===== src/rtl/demux_1to2_buffered.sv =====
// Steers one producer word stream into two independently buffered consumer channels.
// Channel A feeds the register file, channel B the store/IO path; each has its own FIFO.

module demux_1to2_buffered_fifo #(
    parameter int WIDTH = 16,
    parameter int DEPTH = 2,
    parameter int CW    = $clog2(DEPTH + 1)
) (
    input  logic             clk,
    input  logic             rst_n,
    input  logic             push,
    input  logic [WIDTH-1:0] wdata,
    input  logic             ready,
    output logic             valid,
    output logic [WIDTH-1:0] data,
    output logic [CW-1:0]    count,
    output logic             not_full
);
    localparam int AW = $clog2(DEPTH);
    localparam logic [CW-1:0] FULL = CW'(DEPTH);

    logic [WIDTH-1:0] mem [DEPTH];
    logic [AW-1:0]    wptr;
    logic [AW-1:0]    rptr;
    logic [AW-1:0]    rptr_next;
    logic [CW-1:0]    count_next;
    logic [WIDTH-1:0] head_next;
    logic             pop;

    assign valid    = (count != '0);
    assign not_full = (count != FULL);
    assign pop      = valid && ready;

    // The output register is loaded with the word that will sit at the head after
    // this edge; a word being written into that very slot is forwarded from wdata.
    always_comb begin
        rptr_next  = pop ? rptr + 1'b1 : rptr;
        count_next = count;
        if (push && !pop) begin
            count_next = count + 1'b1;
        end else if (pop && !push) begin
            count_next = count - 1'b1;
        end
        head_next = (push && (wptr == rptr_next)) ? wdata : mem[rptr_next];
    end

    always_ff @(posedge clk) begin
        if (push) begin
            mem[wptr] <= wdata;
        end
    end

    always_ff @(posedge clk or negedge rst_n) begin
        if (!rst_n) begin
            wptr  <= '0;
            rptr  <= '0;
            count <= '0;
            data  <= '0;
        end else begin
            if (push) begin
                wptr <= wptr + 1'b1;
            end
            rptr  <= rptr_next;
            count <= count_next;
            // An emptied channel keeps showing its last word.
            if (count_next != '0) begin
                data <= head_next;
            end
        end
    end

    a_no_overflow: assert property (@(posedge clk) disable iff (!rst_n)
        !(push && !pop && (count == FULL)));
    a_count_range: assert property (@(posedge clk) disable iff (!rst_n)
        count <= FULL);
    a_stable_head: assert property (@(posedge clk) disable iff (!rst_n)
        (valid && !ready) |=> (valid && $stable(data)));
endmodule

module demux_1to2_buffered #(
    parameter int WIDTH = 16,
    parameter int DEPTH = 2,
    parameter int CW    = $clog2(DEPTH + 1)
) (
    input  logic             clk,
    input  logic             rst_n,
    input  logic             in_valid,
    output logic             in_ready,
    input  logic             in_sel,
    input  logic [WIDTH-1:0] in_data,
    output logic             a_valid,
    input  logic             a_ready,
    output logic [WIDTH-1:0] a_data,
    output logic [CW-1:0]    a_count,
    output logic             b_valid,
    input  logic             b_ready,
    output logic [WIDTH-1:0] b_data,
    output logic [CW-1:0]    b_count
);
    // Handshake: a word moves on a rising edge when valid && ready are both high;
    // ready never looks at valid, and a same-cycle pop does not make room for a push.
    logic a_not_full;
    logic b_not_full;
    logic push_a;
    logic push_b;

    assign in_ready = in_sel ? b_not_full : a_not_full;
    assign push_a   = in_valid && in_ready && !in_sel;
    assign push_b   = in_valid && in_ready && in_sel;

    demux_1to2_buffered_fifo #(.WIDTH(WIDTH), .DEPTH(DEPTH), .CW(CW)) u_fifo_a (
        .clk      (clk),
        .rst_n    (rst_n),
        .push     (push_a),
        .wdata    (in_data),
        .ready    (a_ready),
        .valid    (a_valid),
        .data     (a_data),
        .count    (a_count),
        .not_full (a_not_full)
    );

    demux_1to2_buffered_fifo #(.WIDTH(WIDTH), .DEPTH(DEPTH), .CW(CW)) u_fifo_b (
        .clk      (clk),
        .rst_n    (rst_n),
        .push     (push_b),
        .wdata    (in_data),
        .ready    (b_ready),
        .valid    (b_valid),
        .data     (b_data),
        .count    (b_count),
        .not_full (b_not_full)
    );
endmodule


===== config.mk =====
export PLATFORM = sky130hd
export DESIGN_NAME = demux_1to2_buffered
export DESIGN_NICKNAME = d
export VERILOG_FILES = /design/src/rtl/demux_1to2_buffered.sv
export SDC_FILE = /design/constraint.sdc
export NUM_CORES = 1
export LEC_CHECK = 0
export ABC_AREA = 1
export CORE_MARGIN = 5
export CORE_UTILIZATION = 55
export CTS_CLUSTER_DIAMETER = 200
export CTS_CLUSTER_SIZE = 28
export DETAILED_ROUTE_END_ITERATION = 16
export GPL_TIMING_DRIVEN = 0
export PLACE_DENSITY = 0.8
export SLEW_MARGIN = 40
export SYNTH_ARGS = -nofsm -noshare
export SYNTH_HDL_FRONTEND = slang
export SYNTH_SLANG_ARGS = --single-unit

===== constraint.sdc =====
create_clock -name clk -period 2.3 [get_ports clk]
set_clock_uncertainty 0.2 [all_clocks]
set_input_delay 0.46 -clock clk [delete_from_list [all_inputs] [get_ports clk]]
set_output_delay 0.46 -clock clk [all_outputs]
set_load 0.02 [all_outputs]

# [Word level (Yosys, flattened, before mapping)]
# Memories as Yosys holds them, arrays and structs flattened. A register that Yosys moved wholly into a read port is not among the register bits.
# Cells that the tools add are included.
[totals] regBits=8 ramBits=64 inputBits=22 output_inout_bits=39 word_cells=49 memories=2
[memory_table] name="u_fifo_a.mem" words=2 width=16 rd=1 rd_clocked_by_memory_dff=1 write_ports=1 line="22" text="logic [WIDTH-1:0] mem [DEPTH];"
[memory_table] name="u_fifo_b.mem" words=2 width=16 rd=1 rd_clocked_by_memory_dff=1 write_ports=1 line="22"
[classes] addsub=8 n_eq_ne=2 n_mux=11 n_reduce_logical=20
[ops] cell="logical AND 1 bit" n=9
[ops] cell="two-way mux 2 bit" n=4
[ops] cell="nonzero test 2 bit" n=4
[ops] cell="zero test 1 bit" n=7
[ops] cell="two-way mux 1 bit" n=7
[ops] cell="adder 1 bit (second input constant)" n=4
[ops] cell="adder 2 x 1 -> 2 bit (second input constant)" n=2
[ops] cell="inequality test 2 bit (second input constant)" n=2
[ops] cell="subtractor 2 x 1 -> 2 bit (second input constant)" n=2

# [Longest topological paths before layout]
[depth] depth_word=9 mapped_depth=14 depth_no_buf=13

# [Hierarchy]
# From an unflattened synthesis, not the netlist that was laid out.
[hier_totals] hier_cells=555 area_unflattened_um2=5059.9
[by_module_without_submodules] mod="demux_1to2_buffered_fifo at u_fifo_b" n_inst=1 cells_each=274 area_each_um2=2544.9 seq_area_each_um2=1461.4
[by_module_without_submodules] mod="demux_1to2_buffered_fifo at u_fifo_a" n_inst=1 cells_each=274 area_each_um2=2483.6 seq_area_each_um2=1461.4
[by_module_without_submodules] mod="demux_1to2_buffered" n_inst=1 cells_each=7 area_each_um2=31.3 seq_area_each_um2=0.0

# [Least setup slack after synthesis]
# OpenSTA, ideal clock, no wires.
[synth_timing] path_type="register to register" startpoint="register u_fifo_a.count[0]" endpoint="register u_fifo_a.data[10], read port of u_fifo_a.mem" setup_time_ns=0.117 arrival_time_ns=1.946 required_time_ns=1.983 path_slack_ns=0.037 stages_incl_launch_ff=13 path_buffers=1 synth_period_minus_slack_ns=2.263 cell_sequence="dfrtp_1 -> inv_1 -> ha_1 -> inv_2 -> nand2_2 -> nand2_1 -> nand2_4 -> xor2_1 -> nand2_1 -> clkbuf_1 -> o21ai_0 -> nand2_1 -> nand2_1"
[synth_between] word_cells_on_any_way=16 cone_classes="add/sub: 2; eq/ne: 1; mux: 4; reduce/logical: 9"
[synth_lines] element="start: declaration" line="16" text="output logic [CW-1:0] count,"
[synth_lines] element="start signal: assignment" line="64" text="count <= count_next;"
[synth_lines] element="nonzero test 2 bit *" line="30" text="assign valid = (count != '0);"
[synth_lines] element="net a_valid" line="91" text="output logic a_valid,"
[synth_lines] element="logical AND 1 bit *" line="32" text="assign pop = valid && ready;"
[synth_lines] element="logical AND 1 bit / zero test 1 bit (equally long branches)" line="41, 39"
[synth_lines] element="two-way mux 2 bit / logical AND 1 bit (equally long branches)" line="41, 39"
[synth_lines] element="two-way mux 2 bit" line="39" text="if (push && !pop) begin"
[synth_lines] element="nonzero test 2 bit" line="66" text="if (count_next != '0) begin"
[synth_lines] element="end: declaration" line="15" text="output logic [WIDTH-1:0] data,"
# The timed path passes the listed nets; every way through them passes the cells marked *.
# A chain may end at the register's enable or synchronous reset.

# [Worst setup path in the final report]
[layout_timing] startpoint="register u_fifo_b.count[1]" endpoint="register u_fifo_b.data[6], read port of u_fifo_b.mem"
[layout_between] elab_chain_len=9 word_cells_on_any_way=16 cone_classes="add/sub: 2; eq/ne: 1; mux: 4; reduce/logical: 9"
[layout_lines] element="start: declaration" line="16"
[layout_lines] element="start signal: assignment" line="64"
[layout_lines] element="inequality test 2 bit" line="31" text="assign not_full = (count != FULL);"
[layout_lines] element="two-way mux 1 bit" line="107" text="assign in_ready = in_sel ? b_not_full : a_not_full;"
[layout_lines] element="logical AND 1 bit (2 in a row)" line="109" text="assign push_b = in_valid && in_ready && in_sel;"
[layout_lines] element="zero test 1 bit" line="41" text="end else if (pop && !push) begin"
[layout_lines] element="logical AND 1 bit" line="41"
[layout_lines] element="two-way mux 2 bit" line="41"
[layout_lines] element="two-way mux 2 bit" line="39"
[layout_lines] element="nonzero test 2 bit" line="66"
[layout_lines] element="end: declaration" line="15"
# Several ways; a longest one is shown, not always the timed one.

==> run_results.csv <==
group,metric,value,unit
logic_synthesis,yosys.area.top_type,"edfxtp_1",
logic_synthesis,synthTopCellsByCount,"nand2_1, nand3_1, edfxtp_1, dfrtp_1",
worst_setup_path,crit_family,"simple AND/OR/NAND/NOR gates",
timing,rsz0062_at_grt,"yes",
layout,multi_input_area,0.00158,mm^2
timing,setup_slack,85.3,ps
power_and_ir_drop,seq_power_share,33.5,%
placement,routabilityCongestion,0.844,
power_and_ir_drop,p_sw_share,43.5,%
detailed_routing,drcViolationCount,0,
detailed_routing,wl_per_cell,16.3,um
global_route,grt_pass1_vias,3484,
global_route,antenna_found_initial,0,
floorplanning,ios,61,
clock_network,cts_buffers,9,
power_and_ir_drop,p_leak,0.00263,uW
clock_network,cts-root-buf,"clkbuf_8",
logic_synthesis,synth_top_area_share,41.8,%
clock_network,clockBufferDepth,2,
detailed_routing,initialDrtViolationCount,285,
logic_synthesis,postSynthAreaPerCell,9.86,um^2
placement,port_buffers,60,
worst_setup_path,r2r_start,"u_fifo_b.count[1]",
layout,drive_above_1_share,16.1,%
logic_synthesis,syn_nets,490,
power_and_ir_drop,internal-power,4660,uW
logic_synthesis,yosysSeqAreaShare,63.6,%
worst_setup_path,critPathMaxFanout,10,
global_route,grt_pass1_wl,17100,um
placement,dpl.cell_count,631,
detailed_routing,viasPerCell,5.39,
layout,fin_cells,659,
power_and_ir_drop,power_density,1430,mW/mm^2
layout,fill_cells,610,
timing,setup_viol,0,
logic_synthesis,netlist_instances,466,
logic_synthesis,synth-edff-count,64,
hold_path,holdCritStartpoint,"u_fifo_a.data[6]",
logic_synthesis,synthTopCellsByArea,"edfxtp_1, dfrtp_1, nand2_1, nand3_1, o21ai_0",
power_and_ir_drop,irDropWorstVdd,0.000524,V
power_and_ir_drop,combPwrFrac,53.9,%
power_and_ir_drop,power_switching,3590,uW
detailed_routing,wl,10800,um
layout,final_util,70.7,%
global_route,grt-ovfl-total,0,
hold_path,hold_depth,2,
detailed_routing,ant_nets,0,
floorplanning,rows,33,
timing,max_freq,452,MHz
detailed_routing,drt-pass1-iter-count,5,
layout,antenna_cells,0,
logic_synthesis,ys_ff_latch,104,
logic_synthesis,async_flop_share,38.5,%
worst_setup_path,max_stage_delay,390,ps
clock_network,clk_pin_slew,100,ps
global_route,grt_start_max_net_pins,41,
placement,place_ws,-575,ps
worst_setup_path,rr_endpoint,"u_fifo_b.data[6]",
floorplanning,start_util,56.2,%
logic_synthesis,synth.distinct_cells,22,
worst_setup_path,reg2regPathDepth,13,
floorplanning,dieArea,0.0103,mm^2
clock_network,htreeDepth,3,
worst_setup_path,cp.arrival,2330,ps
timing,maxSlewViolCount,0,
timing,maxSlewHeadroom,62.3,%
clock_network,cts.sinks,104,
placement,dp_hpwl,7520,um
clock_network,cts_tree,"yes",
timing,fin_setup_tns,0,ps
hold_path,hp-class,"flop to flop",
worst_setup_path,critPathBufInv,4,
worst_setup_path,cpMaxStageDelayCell,"dfrtp_1",
layout,seq_area,0.00292,mm^2
power_and_ir_drop,clockPowerShare,12.5,%
outcome,status,"finished, final reports clean",
timing,tightest_slew,563,ps
flow_run,cap_violations,0,
worst_setup_path,regToRegSetupSlack,90,ps
worst_setup_path,end_kind,"flop",
timing,hold_viol,0,
hold_path,whs_endpoint,"u_fifo_a.data[6]",
logic_synthesis,synthFlopType,"edfxtp_1",
layout,fin_nets,573,
worst_setup_path,crit_type,"flop to flop",
floorplanning,core,0.00818,mm^2
worst_setup_path,cp_cell_sequence,"inv_1, ha_1, inv_2, nand2_2, inv_2, nand2_4, nand2_8, xor2_2, nand2_2, clkbuf_8, o21ai_1, nand2_1, nand2_1",
floorplanning,die_h,101,um
logic_synthesis,ys_warn_count,0,
global_route,track_usage,21.9,%
clock_network,clkLatencyLatePin,360,ps
timing,finalCritPeriodShare,96.3,%
layout,syn_to_final_growth,25.8,%
timing,finalWorstPathRequiredPeriod,2210,ps
worst_setup_path,setup.worst_path.start_class,"flop",
floorplanning,die_x,101,um
logic_synthesis,netlist_area,0.00460,mm^2
logic_synthesis,yosysMostFrequentCell,"nand2_1",
detailed_routing,via_count,3553,
worst_setup_path,worst_ep_required_time,2410,ps
-- power groups by stage --
stage	registers, uW	logic, uW	clock network [uW]
2_1_floorplan	3150	2200	0
3_3_place_gp	2770	3890	0
3_5_place_dp	2800	4040	0
4_1_cts	2760	4230	1050
5_1_grt	2820	4870	1130
6_report	2770	4450	1030
-- registers in the layout (all words and copies together) (netlist names) --
name	count
u_fifo_b.wptr	1
u_fifo_a.count	2
u_fifo_a.mem	32
u_fifo_a.rptr	1
u_fifo_b.count	2
u_fifo_b.rptr	1
u_fifo_b.mem	32
u_fifo_a.wptr	1
u_fifo_a.data	16
u_fifo_b.data	16
-- tightest hold or removal path, stage by stage, from the launching register on --
cell and delay [ps]:
dfrtp_1 350, nand3_1 80, nand2_1 60
-- what timing repair did --
item / CTS / global route
hold buffers: 1 / 0
hold endpoints to repair: 40 / 0
gates resized for setup: 44 / 32
pin swaps: 1 / 3
setup buffers: 4 / 7
setup endpoints to repair: 67 / 49
-- cells by family after synthesis --
logic type | after synthesis | share of synthesized area, %
XOR/XNOR | 2 | 0.381
adder cells (fa/ha/maj) | 2 | 0.544
AND/OR/NAND/NOR | 274 | 26.9
AO/OA/AOI/OAI | 32 | 3.48
flip-flops | 104 | 63.6
buffers and inverters | 52 | 5.06
-- metal layers --
layer	routed length [um]	part of all wire [%]	global-route usage, %
met1	4270	40	28.1
met3	826	7.7	4.61
met4	169	1.6	7.77
met5	0	0	0
met2	5510	51	36.9
-- per-stage QoR --
stage | cell area, um^2 | hold WS (ps) | total power (uW)
after floorplan | 4600 | -35.6 | 5350
after global placement | 5330 | 290 | 6670
after detailed placement | 5350 | 266 | 6840
after CTS | 5650 | 322 | 8040
after global routing | 5780 | 355 | 8830
final | 5780 | 317 | 8250
-- area by class of cell --
class                   count  share of cell area [%]
plain buffers              18                    2.73
clock inverters             7                   0.909
repair buffers             72                    11.9
inverters                  34                    2.21
well taps                 105                    2.27
flip-flops and latches    104                    50.6
clock buffers               9                    2.14
multi-input cells         310                    27.3
-- layout by cell type (no fill, tap or decap), types with 8 or more instances in the layout --
cell	count
nand2_1	171
o21ai_0	10
clkdlybuf4s50_1	55
inv_1	27
nand2_4	10
clkbuf_8	11
nand3_1	69
edfxtp_1	64
buf_4	16
dfrtp_1	40
o21ai_2	8
o21ai_1	13
-- how the worst max path moves through the flow --
| stage | cells past startpoint | slack [ps] | from | end |
|---|---|---|---|---|
| after floorplan | 12 | 40 | u_fifo_a.count[0] | u_fifo_a.data[10] |
| after global placement | 5 | -840 | in_sel | u_fifo_b.mem[1][10] |
| after detailed placement | 10 | -580 | a_ready | u_fifo_a.data[10] |
| after CTS | 5 | -3 | in_sel | in_ready |
| after global routing | 13 | -20 | u_fifo_a.count[1] | u_fifo_a.data[2] |
| final | 13 | 90 | u_fifo_b.count[1] | u_fifo_b.data[6] |
Note: power is estimated with default switching activity, not from simulation.
